`src/rtl/float_fixed_pkg.sv`:
```
`default_nettype none
// ============================================================================
// Module      : float_fixed_pkg
// Description : Shared definitions for the float-to-fixed front end.
//               Holds the default float/radix-point widths, the float class
//               encoding and a helper that builds an all-ones exponent.
// Revision    : 1.0 - initial release
// ============================================================================
package float_fixed_pkg;

  localparam int DEF_FLOATSIZE      = 32;
  localparam int DEF_EXPONENTBITS   = 8;
  localparam int DEF_MANTISSABITS   = 23;
  localparam int DEF_RADIXPOINTSIZE = 6;

  // Exactly one class applies to each float word.
  typedef enum logic [2:0] {
    CLS_ZERO   = 3'd0,
    CLS_DENORM = 3'd1,
    CLS_NORMAL = 3'd2,
    CLS_INF    = 3'd3,
    CLS_NAN    = 3'd4
  } float_class_e;

  // All-ones exponent pattern for an exponent field of the given width.
  // The caller truncates the result to its own exponent width.
  function automatic logic [31:0] exp_all_ones(input int bits);
    logic [63:0] ones;
    ones = (64'd1 << bits) - 64'd1;
    return ones[31:0];
  endfunction

endpackage : float_fixed_pkg
`default_nettype wire

```
`src/rtl/float_classifier.sv`:
```
`default_nettype none
// ============================================================================
// Module      : float_classifier
// Description : Purely combinational classifier for one IEEE-style float.
//               Decodes exponent/mantissa into zero, denormal, normal,
//               infinity or NaN flags (sign never affects the class).
//               Optional macro FLOAT_CLASSIFY_FTZ_EN flushes denormals to
//               signed zero (class zero, mantissa bits cleared).
// Ports       : float_i  - float word in
//               float_o  - float word out (bit-exact unless flushed)
//               normal_o - hidden bit (1 only for normal numbers)
//               zero_o   - word is +/-0 (or a flushed denormal)
//               inf_o    - exponent all ones, mantissa zero
//               nan_o    - exponent all ones, mantissa nonzero
// Revision    : 1.0 - initial release
// ============================================================================
module float_classifier
  import float_fixed_pkg::*;
#(
  parameter int EXPONENTBITS = DEF_EXPONENTBITS,
  parameter int MANTISSABITS = DEF_MANTISSABITS,
  parameter int FLOATSIZE    = 1 + EXPONENTBITS + MANTISSABITS
) (
  input  logic [FLOATSIZE-1:0] float_i,
  output logic [FLOATSIZE-1:0] float_o,
  output logic                 normal_o,
  output logic                 zero_o,
  output logic                 inf_o,
  output logic                 nan_o
);

  localparam logic [31:0]             C_ONES32  = exp_all_ones(EXPONENTBITS);
  localparam logic [EXPONENTBITS-1:0] C_EXP_MAX = C_ONES32[EXPONENTBITS-1:0];

  logic [EXPONENTBITS-1:0] w_exp;
  logic [MANTISSABITS-1:0] w_man;
  float_class_e            w_cls;

  assign w_exp = float_i[FLOATSIZE-2 -: EXPONENTBITS];
  assign w_man = float_i[MANTISSABITS-1:0];

  always_comb begin
    w_cls   = CLS_NORMAL;
    float_o = float_i;
    if (w_exp == '0) begin
      if (w_man == '0) begin
        w_cls = CLS_ZERO;
      end else begin
`ifdef FLOAT_CLASSIFY_FTZ_EN
        // Flush to zero: keep sign and exponent (already zero), drop mantissa.
        w_cls                      = CLS_ZERO;
        float_o[MANTISSABITS-1:0]  = '0;
`else
        w_cls = CLS_DENORM;
`endif
      end
    end else if (w_exp == C_EXP_MAX) begin
      w_cls = (w_man == '0) ? CLS_INF : CLS_NAN;
    end
  end

  assign normal_o = (w_cls == CLS_NORMAL);
  assign zero_o   = (w_cls == CLS_ZERO);
  assign inf_o    = (w_cls == CLS_INF);
  assign nan_o    = (w_cls == CLS_NAN);

endmodule : float_classifier
`default_nettype wire

```
`src/rtl/float_classify_stage.sv`:
```
`default_nettype none
// ============================================================================
// Module      : float_classify_stage
// Description : Registered input stage ahead of the float-to-fixed converter.
//               Classifies each float, registers word + radix point + flags,
//               and uses a two-entry skid buffer (output register + one skid
//               register) so InReady is a pure register output while still
//               sustaining one word per cycle.
//               Optional macro FLOAT_CLASSIFY_FTZ_EN: flush denormals to zero.
// Ports       : Clk, Rst (sync, active-high)
//               InValid/InReady/InFloat/InRadixPoint   - upstream handshake
//               OutValid/OutReady/OutFloat/OutRadixPoint - downstream handshake
//               OutNormal/OutZero/OutInf/OutNaN        - registered class flags
// Revision    : 1.0 - initial release
// ============================================================================
module float_classify_stage
  import float_fixed_pkg::*;
#(
  parameter int FLOATSIZE      = DEF_FLOATSIZE,
  parameter int EXPONENTBITS   = DEF_EXPONENTBITS,
  parameter int MANTISSABITS   = DEF_MANTISSABITS,
  parameter int RADIXPOINTSIZE = DEF_RADIXPOINTSIZE
) (
  input  logic                      Clk,
  input  logic                      Rst,
  input  logic                      InValid,
  output logic                      InReady,
  input  logic [FLOATSIZE-1:0]      InFloat,
  input  logic [RADIXPOINTSIZE-1:0] InRadixPoint,
  output logic                      OutValid,
  input  logic                      OutReady,
  output logic [FLOATSIZE-1:0]      OutFloat,
  output logic [RADIXPOINTSIZE-1:0] OutRadixPoint,
  output logic                      OutNormal,
  output logic                      OutZero,
  output logic                      OutInf,
  output logic                      OutNaN
);

  typedef struct packed {
    logic [FLOATSIZE-1:0]      flt;
    logic [RADIXPOINTSIZE-1:0] radix;
    logic                      normal;
    logic                      zero;
    logic                      inf;
    logic                      nan;
  } word_t;

  word_t w_in_word;
  word_t out_word_q, out_word_d;
  word_t skid_word_q, skid_word_d;
  logic  out_valid_q, out_valid_d;
  logic  skid_valid_q, skid_valid_d;
  logic  ready_q, ready_d;
  logic  w_in_xfer;
  logic  w_out_xfer;

  float_classifier #(
    .EXPONENTBITS (EXPONENTBITS),
    .MANTISSABITS (MANTISSABITS),
    .FLOATSIZE    (FLOATSIZE)
  ) u_classifier (
    .float_i  (InFloat),
    .float_o  (w_in_word.flt),
    .normal_o (w_in_word.normal),
    .zero_o   (w_in_word.zero),
    .inf_o    (w_in_word.inf),
    .nan_o    (w_in_word.nan)
  );

  assign w_in_word.radix = InRadixPoint;

  assign w_in_xfer  = InValid & ready_q;
  assign w_out_xfer = out_valid_q & OutReady;

  always_comb begin
    out_valid_d  = out_valid_q;
    out_word_d   = out_word_q;
    skid_valid_d = skid_valid_q;
    skid_word_d  = skid_word_q;
    if (skid_valid_q) begin
      // InReady is low here, so only a drain into the output register occurs.
      if (w_out_xfer) begin
        out_word_d   = skid_word_q;
        skid_valid_d = 1'b0;
      end
    end else if (!out_valid_q || w_out_xfer) begin
      // Output register free or emptying this cycle: new word goes straight in.
      out_valid_d = w_in_xfer;
      if (w_in_xfer) begin
        out_word_d = w_in_word;
      end
    end else if (w_in_xfer) begin
      // Output stalled: park the accepted word in the skid register.
      skid_valid_d = 1'b1;
      skid_word_d  = w_in_word;
    end
    ready_d = ~skid_valid_d;
  end

  always_ff @(posedge Clk) begin
    if (Rst) begin
      out_valid_q  <= 1'b0;
      out_word_q   <= '0;
      skid_valid_q <= 1'b0;
      skid_word_q  <= '0;
      ready_q      <= 1'b0;
    end else begin
      out_valid_q  <= out_valid_d;
      out_word_q   <= out_word_d;
      skid_valid_q <= skid_valid_d;
      skid_word_q  <= skid_word_d;
      ready_q      <= ready_d;
    end
  end

  assign InReady       = ready_q;
  assign OutValid      = out_valid_q;
  assign OutFloat      = out_word_q.flt;
  assign OutRadixPoint = out_word_q.radix;
  assign OutNormal     = out_word_q.normal;
  assign OutZero       = out_word_q.zero;
  assign OutInf        = out_word_q.inf;
  assign OutNaN        = out_word_q.nan;

endmodule : float_classify_stage
`default_nettype wire
```
`config.mk`:
```
export PLATFORM = sky130hd
export DESIGN_NAME = float_classify_stage
export DESIGN_NICKNAME = d
export VERILOG_FILES = /design/src/rtl/float_fixed_pkg.sv /design/src/rtl/float_classifier.sv /design/src/rtl/float_classify_stage.sv
export SDC_FILE = /design/constraint.sdc
export NUM_CORES = 1
export LEC_CHECK = 0
export CORE_ASPECT_RATIO = 1.75
export CORE_UTILIZATION = 35
export CTS_BUF_LIST = sky130_fd_sc_hd__clkbuf_4 sky130_fd_sc_hd__clkbuf_8 sky130_fd_sc_hd__clkbuf_16
export DETAILED_ROUTE_END_ITERATION = 10
export PLACE_DENSITY = 0.62
export SLEW_MARGIN = 5
export SYNTH_ARGS = -nofsm -noshare
export SYNTH_HDL_FRONTEND = slang
export SYNTH_HIERARCHICAL = 1
export SYNTH_SLANG_ARGS = --single-unit
```
`constraint.sdc`:
```
create_clock -name Clk -period 1.77 [get_ports Clk]
set_clock_uncertainty 0.2 [all_clocks]
set_input_delay 0.177 -clock Clk [delete_from_list [all_inputs] [get_ports Clk]]
set_output_delay 0.177 -clock Clk [all_outputs]
set_load 0.01 [all_outputs]
```
### Yosys cells after proc, flatten, opt, wreduce, memory -nomap -nowiden

Index checks and enable logic that the tools add are counted.
W data, S select, Z words.

* register bits after elaboration: 87

* equality and inequality tests: 5
* bitwise gates (word level): 5
* reduce and logical (&&, ||, !) cells: 10
* muxes and demuxes: 12

Operators by type and width (count)
* $mux W42: 4
* $logic_not A23 Y1: 1
* $mux W3: 3
* $eq A8 B8 Y1 const B: 1
* $logic_not A8 Y1: 1
* $eq A3 B2 Y1 const B: 2
* $reduce_and A3 Y1: 2
* $mux W1: 5
* $reduce_bool A2 Y1: 2
* $eq A3 B3 Y1 const B: 1
* $logic_not A3 Y1: 1
* $not A1 Y1: 3
* $and A1 B1 Y1: 2
* $ne A2 B1 Y1 const B: 1
* $reduce_and A2 Y1: 1
* $logic_not A1 Y1: 1
* $logic_or A1 B1 Y1: 1

### Longest topological paths before layout

* word-level depth: 8
* mapped depth: 7

### Modules after synthesis

The synthesis kept the hierarchy.

Modules (own cells, without submodules)
* float_classify_stage: cells an instance 453, area each 4204.0 um2, instances 1
* float_classifier: cells an instance 50, area each 354.1 um2, instances 1

### Least setup slack after synthesis

OpenSTA, ideal clock, no wires.

* path kind: flip-flop to flip-flop
* from: reg ready_q, in the netlist InReady
* to: reg out_word_q, in the netlist OutFloat[6]
* data required time: 1500 ps
* arrival: 1443 ps
* cell stages (with the launch flop): 6
* buffers on the path: 2
* library setup time: 70 ps
* slack: 57 ps
* cells stage by stage: dfxtp_1 a21oi_1 clkbuf_1 buf_4 or4_1 a21oi_1

* longest elaborated chain between the ends: 3

RTL lines
* start: declaration: line float_classify_stage.sv:54 `logic ready_q, ready_d;`
* start signal: assignment: line float_classify_stage.sv:113 `ready_q <= ready_d;`
* $and A1 B1 Y1: line float_classify_stage.sv:73 `assign w_in_xfer = InValid & ready_q;`
* $reduce_bool A2 Y1 (no line)
* $reduce_and A3 Y1 (no line)
* end signal: assignment: line float_classify_stage.sv:110 `out_word_q <= out_word_d;`
* end: declaration: line float_classify_stage.sv:50 `word_t out_word_q, out_word_d;`

No other way between the ends.
A chain may end at the register's enable or synchronous reset.

==> run summary <==
RD Place Congestion = 0.770
Warnings, synthesis = 6
Netlist cell types = 30
Clock buffer depth = 2
Layout area overhead = 37.4%
Clock Latency Late Sink = 0.34 ns
Flops & latches, synth = 87
Die Y-Extent = 153 um
Vias = 4117
Final antenna-violating net count = 0
Layout cells sized above 1 = 27.5%
Post-DP HPWL = 8120 um
Total global routing track utilization = 18.2%
Max incr delay on CP = 0.51 ns
Synth Area in XOR/XNOR = 0%
Final core utilization = 49.8%
Critical-path top delay cell = or4_1
Gate power share = 16.0%
Final hold vios = 0
Total Die Area = 13500 um2
Reg area = 1750 um2
Max Fclk = 0.558 GHz
Slew Viols, Final = 0
Worst Setup Slack, final = -0.0212 ns
Die X = 88.3 um
Core Rows = 54
Number of max-cap violations = 0
Fill count = 1201
Status = complete, but fails checks
Synth Area in Adders = 0%
CTS Buf Count = 9
Lkg Pwr = 2.27 nW
WL/cell = 15.8 um
Largest family of logic cells by synthesized area = compound AO/OA/AOI/OAI gates
CP startpoint kind = input port
Overflow after GRT = 0
First-pass GRT wire length = 19400 um
Worst slew margin = 74.4%
Min Tclk post-route = 1.79 ns
Crit. End Element = flop
Worst path arrival time = 1.87 ns
Cell Chain, Critical Path = dlygate4sd2_1, buf_6, nor4_4, nand2_2, nor3_4, mux2i_1, or4_1, a21oi_1
Vias per cell = 5.41
IO Port Bufs = 85
WS Path Type = input port to flop
Sequential share of power = 43.4%
Initial drt markers = 210
Largest net degree at the start of global routing = 88
Violated checks = setup timing
H-tree depth = 3
Initial antenna violation count = 0
Core area = 12600 um2
Internal = 3.51 mW
RSZ-0062 raised after global routing = true
Final wirelength = 12000 um
Min-Delay Path Class = input port to flop
Period utilization = 101%
Initial core utilization = 36.3%
Sequential area share after synthesis = 38.2%
Io pins = 86
CTS Sinks = 87
Syn Inst Count = 503
Vias in the first global route = 3961
Pre-Repair DR Iteration Count = 4
Ant diodes = 0
Post-synthesis compound-gate area fraction = 26.0%
Net Sw Frac = 25.9%
Clk root buf = clkbuf_16
Post-Place Cells = 739
Remaining DRCs = 0
Overall power = 4.74 mW
Syn nets = 545
Worst-path clk slew = 0.07 ns
Synth Area in Simple Gates = 14.9%
Clk pwr share = 40.5%
Worst Max-Slew Pin Slew = 0.384 ns
Worst EP required = 1.85 ns
Psw = 1.23 mW
Syn avg cell area = 9.06 um2
CTS tree = built
Netlist Area Pre-Place = 4560 um2
Power per cell area = 757 nW/um2
Fin cells = 761
Layout net count = 630
Mux contribution to synthesized area = 9.22%
Multi-input logic area = 2400 um2
Setup Viol. Count Final = 1
Worst VDD drop = 474 uV
Critical path fanouts, max = 3
==> Yosys cell counts (all sizes together) <==
cell | count | share of area, %
a21oi | 87 | 9.6
nor2b | 2 | 0.44
a21bo | 42 | 9.2
nand3 | 42 | 4.6
dfxtp | 87 | 38
or2 | 1 | 0.14
nor4 | 7 | 1.1
nand4 | 3 | 0.41
or4 | 42 | 6.9
nor3 | 3 | 0.33
mux2i | 42 | 9.2
and2b | 1 | 0.16
o31ai | 42 | 6.9
nand2 | 2 | 0.16
o21ba | 1 | 0.22
buf | 65 | 9.2
nor2 | 2 | 0.16
a31oi | 1 | 0.14
and2 | 1 | 0.14
clkbuf | 28 | 2.4
and3b | 1 | 0.19
nand2b | 1 | 0.14
==> worst max-delay path: cells and delay by family <==
| kind | cells | cell delay (ns) |
|---|---|---|
| AOI/OAI and AO/OA | 1 | 0.14 |
| buffers and inverters | 2 | 0.38 |
| and+or+nand+nor | 4 | 1.07 |
| muxes | 1 | 0.08 |
==> power by group through the flow <==
stage | sequential [mW] | clock (mW) | combinational, mW
after floorplan | 2.12 | 0 | 0.358
after global placement | 2.10 | 0 | 0.744
after detailed placement | 2.11 | 0 | 0.758
after CTS | 2.06 | 1.97 | 0.745
after global routing | 2.07 | 2.06 | 0.822
final | 2.06 | 1.92 | 0.760
==> logic make-up (layout without fill, tap and decap cells) <==
group	after synthesis	in the layout
simple gates	108	108
mux	42	42
buf+inv	93	183
compound gates	173	173
flops	87	87
==> per-stage QoR <==
stage / setup WS (ns) / area, um2 / hold WS, ns / TNS (ns)
final: -0.0212 / 6260 / 0.0132 / -0.0212
after global routing: -0.164 / 6260 / 0.0186 / -0.180
after CTS: 0.0123 / 6180 / 0.0440 / 0
after detailed placement: -0.693 / 5830 / 0.260 / -16.68
after global placement: -0.663 / 5830 / 0.253 / -14.62
after floorplan: 0.0569 / 4560 / 0.124 / 0
==> placed cells by master (no fill, tap or decap), types with 2 or more instances in the layout <==
| cell type | instances |
|---|---|
| dfxtp_1 | 85 |
| a21oi_1 | 85 |
| buf_4 | 61 |
| clkdlybuf4s50_1 | 52 |
| o31ai_1 | 42 |
| mux2i_1 | 42 |
| nand3_1 | 42 |
| or4_1 | 41 |
| a21bo_2 | 40 |
| buf_12 | 13 |
| dlygate4sd2_1 | 10 |
| clkbuf_16 | 9 |
| clkdlybuf4s15_1 | 9 |
| clkbuf_2 | 8 |
| dlygate4sd3_1 | 5 |
| buf_6 | 5 |
| nor4_4 | 4 |
| dlymetal6s2s_1 | 3 |
| nand4_1 | 3 |
| a21bo_1 | 2 |
| nor2_1 | 2 |
| clkinv_2 | 2 |
| clkinvlp_4 | 2 |
| nor3_2 | 2 |
| nor4_1 | 2 |
==> final timing paths <==
kind / slack, ns / to / cells past startpoint / start
max reg2reg: 0.10 / OutFloat[19] / 4 / skid_valid_q
min: 0.01 / skid_word_q[18] / 3 / InFloat[8]
max: -0.02 / OutZero / 8 / InFloat[30]
min reg2reg: 0.27 / OutFloat[5] / 2 / OutFloat[5]
==> layer usage <==
metal	vias up	track usage, %	part of all wire [%]
li1	2029	-	-
met2	73	32.1	53
met3	20	3.29	2.8
met5	-	0	0
met4	0	8.06	2.8
met1	1995	20.6	41
==> final cells by class <==
cell class | instances | area share [%]
Multi-Input combinational cell | 323 | 38.4
Sequential cell | 87 | 27.9
Timing Repair Buffer | 167 | 25.6
Clock buffer | 9 | 3.60
Tap cell | 168 | 3.36
Clock inverter | 7 | 1.16
==> repair_timing <==
item                       CTS  global route
cloned                       0             0
buffers inserted             3             1
setup endpoints to repair    3            11
hold endpoints to repair     0             5
gates resized for setup     41            46
hold buffers                 0             5
pin swaps                   16            16
==> flip-flops by register name, indices dropped and copies added, names as in the netlist <==
signal         count
OutValid           1
OutFloat          32
OutRadixPoint      6
OutInf             1
OutNaN             1
OutNormal          1
OutZero            1
skid_valid_q       1
skid_word_q       42
InReady            1
(Power assumes the default switching activity.)
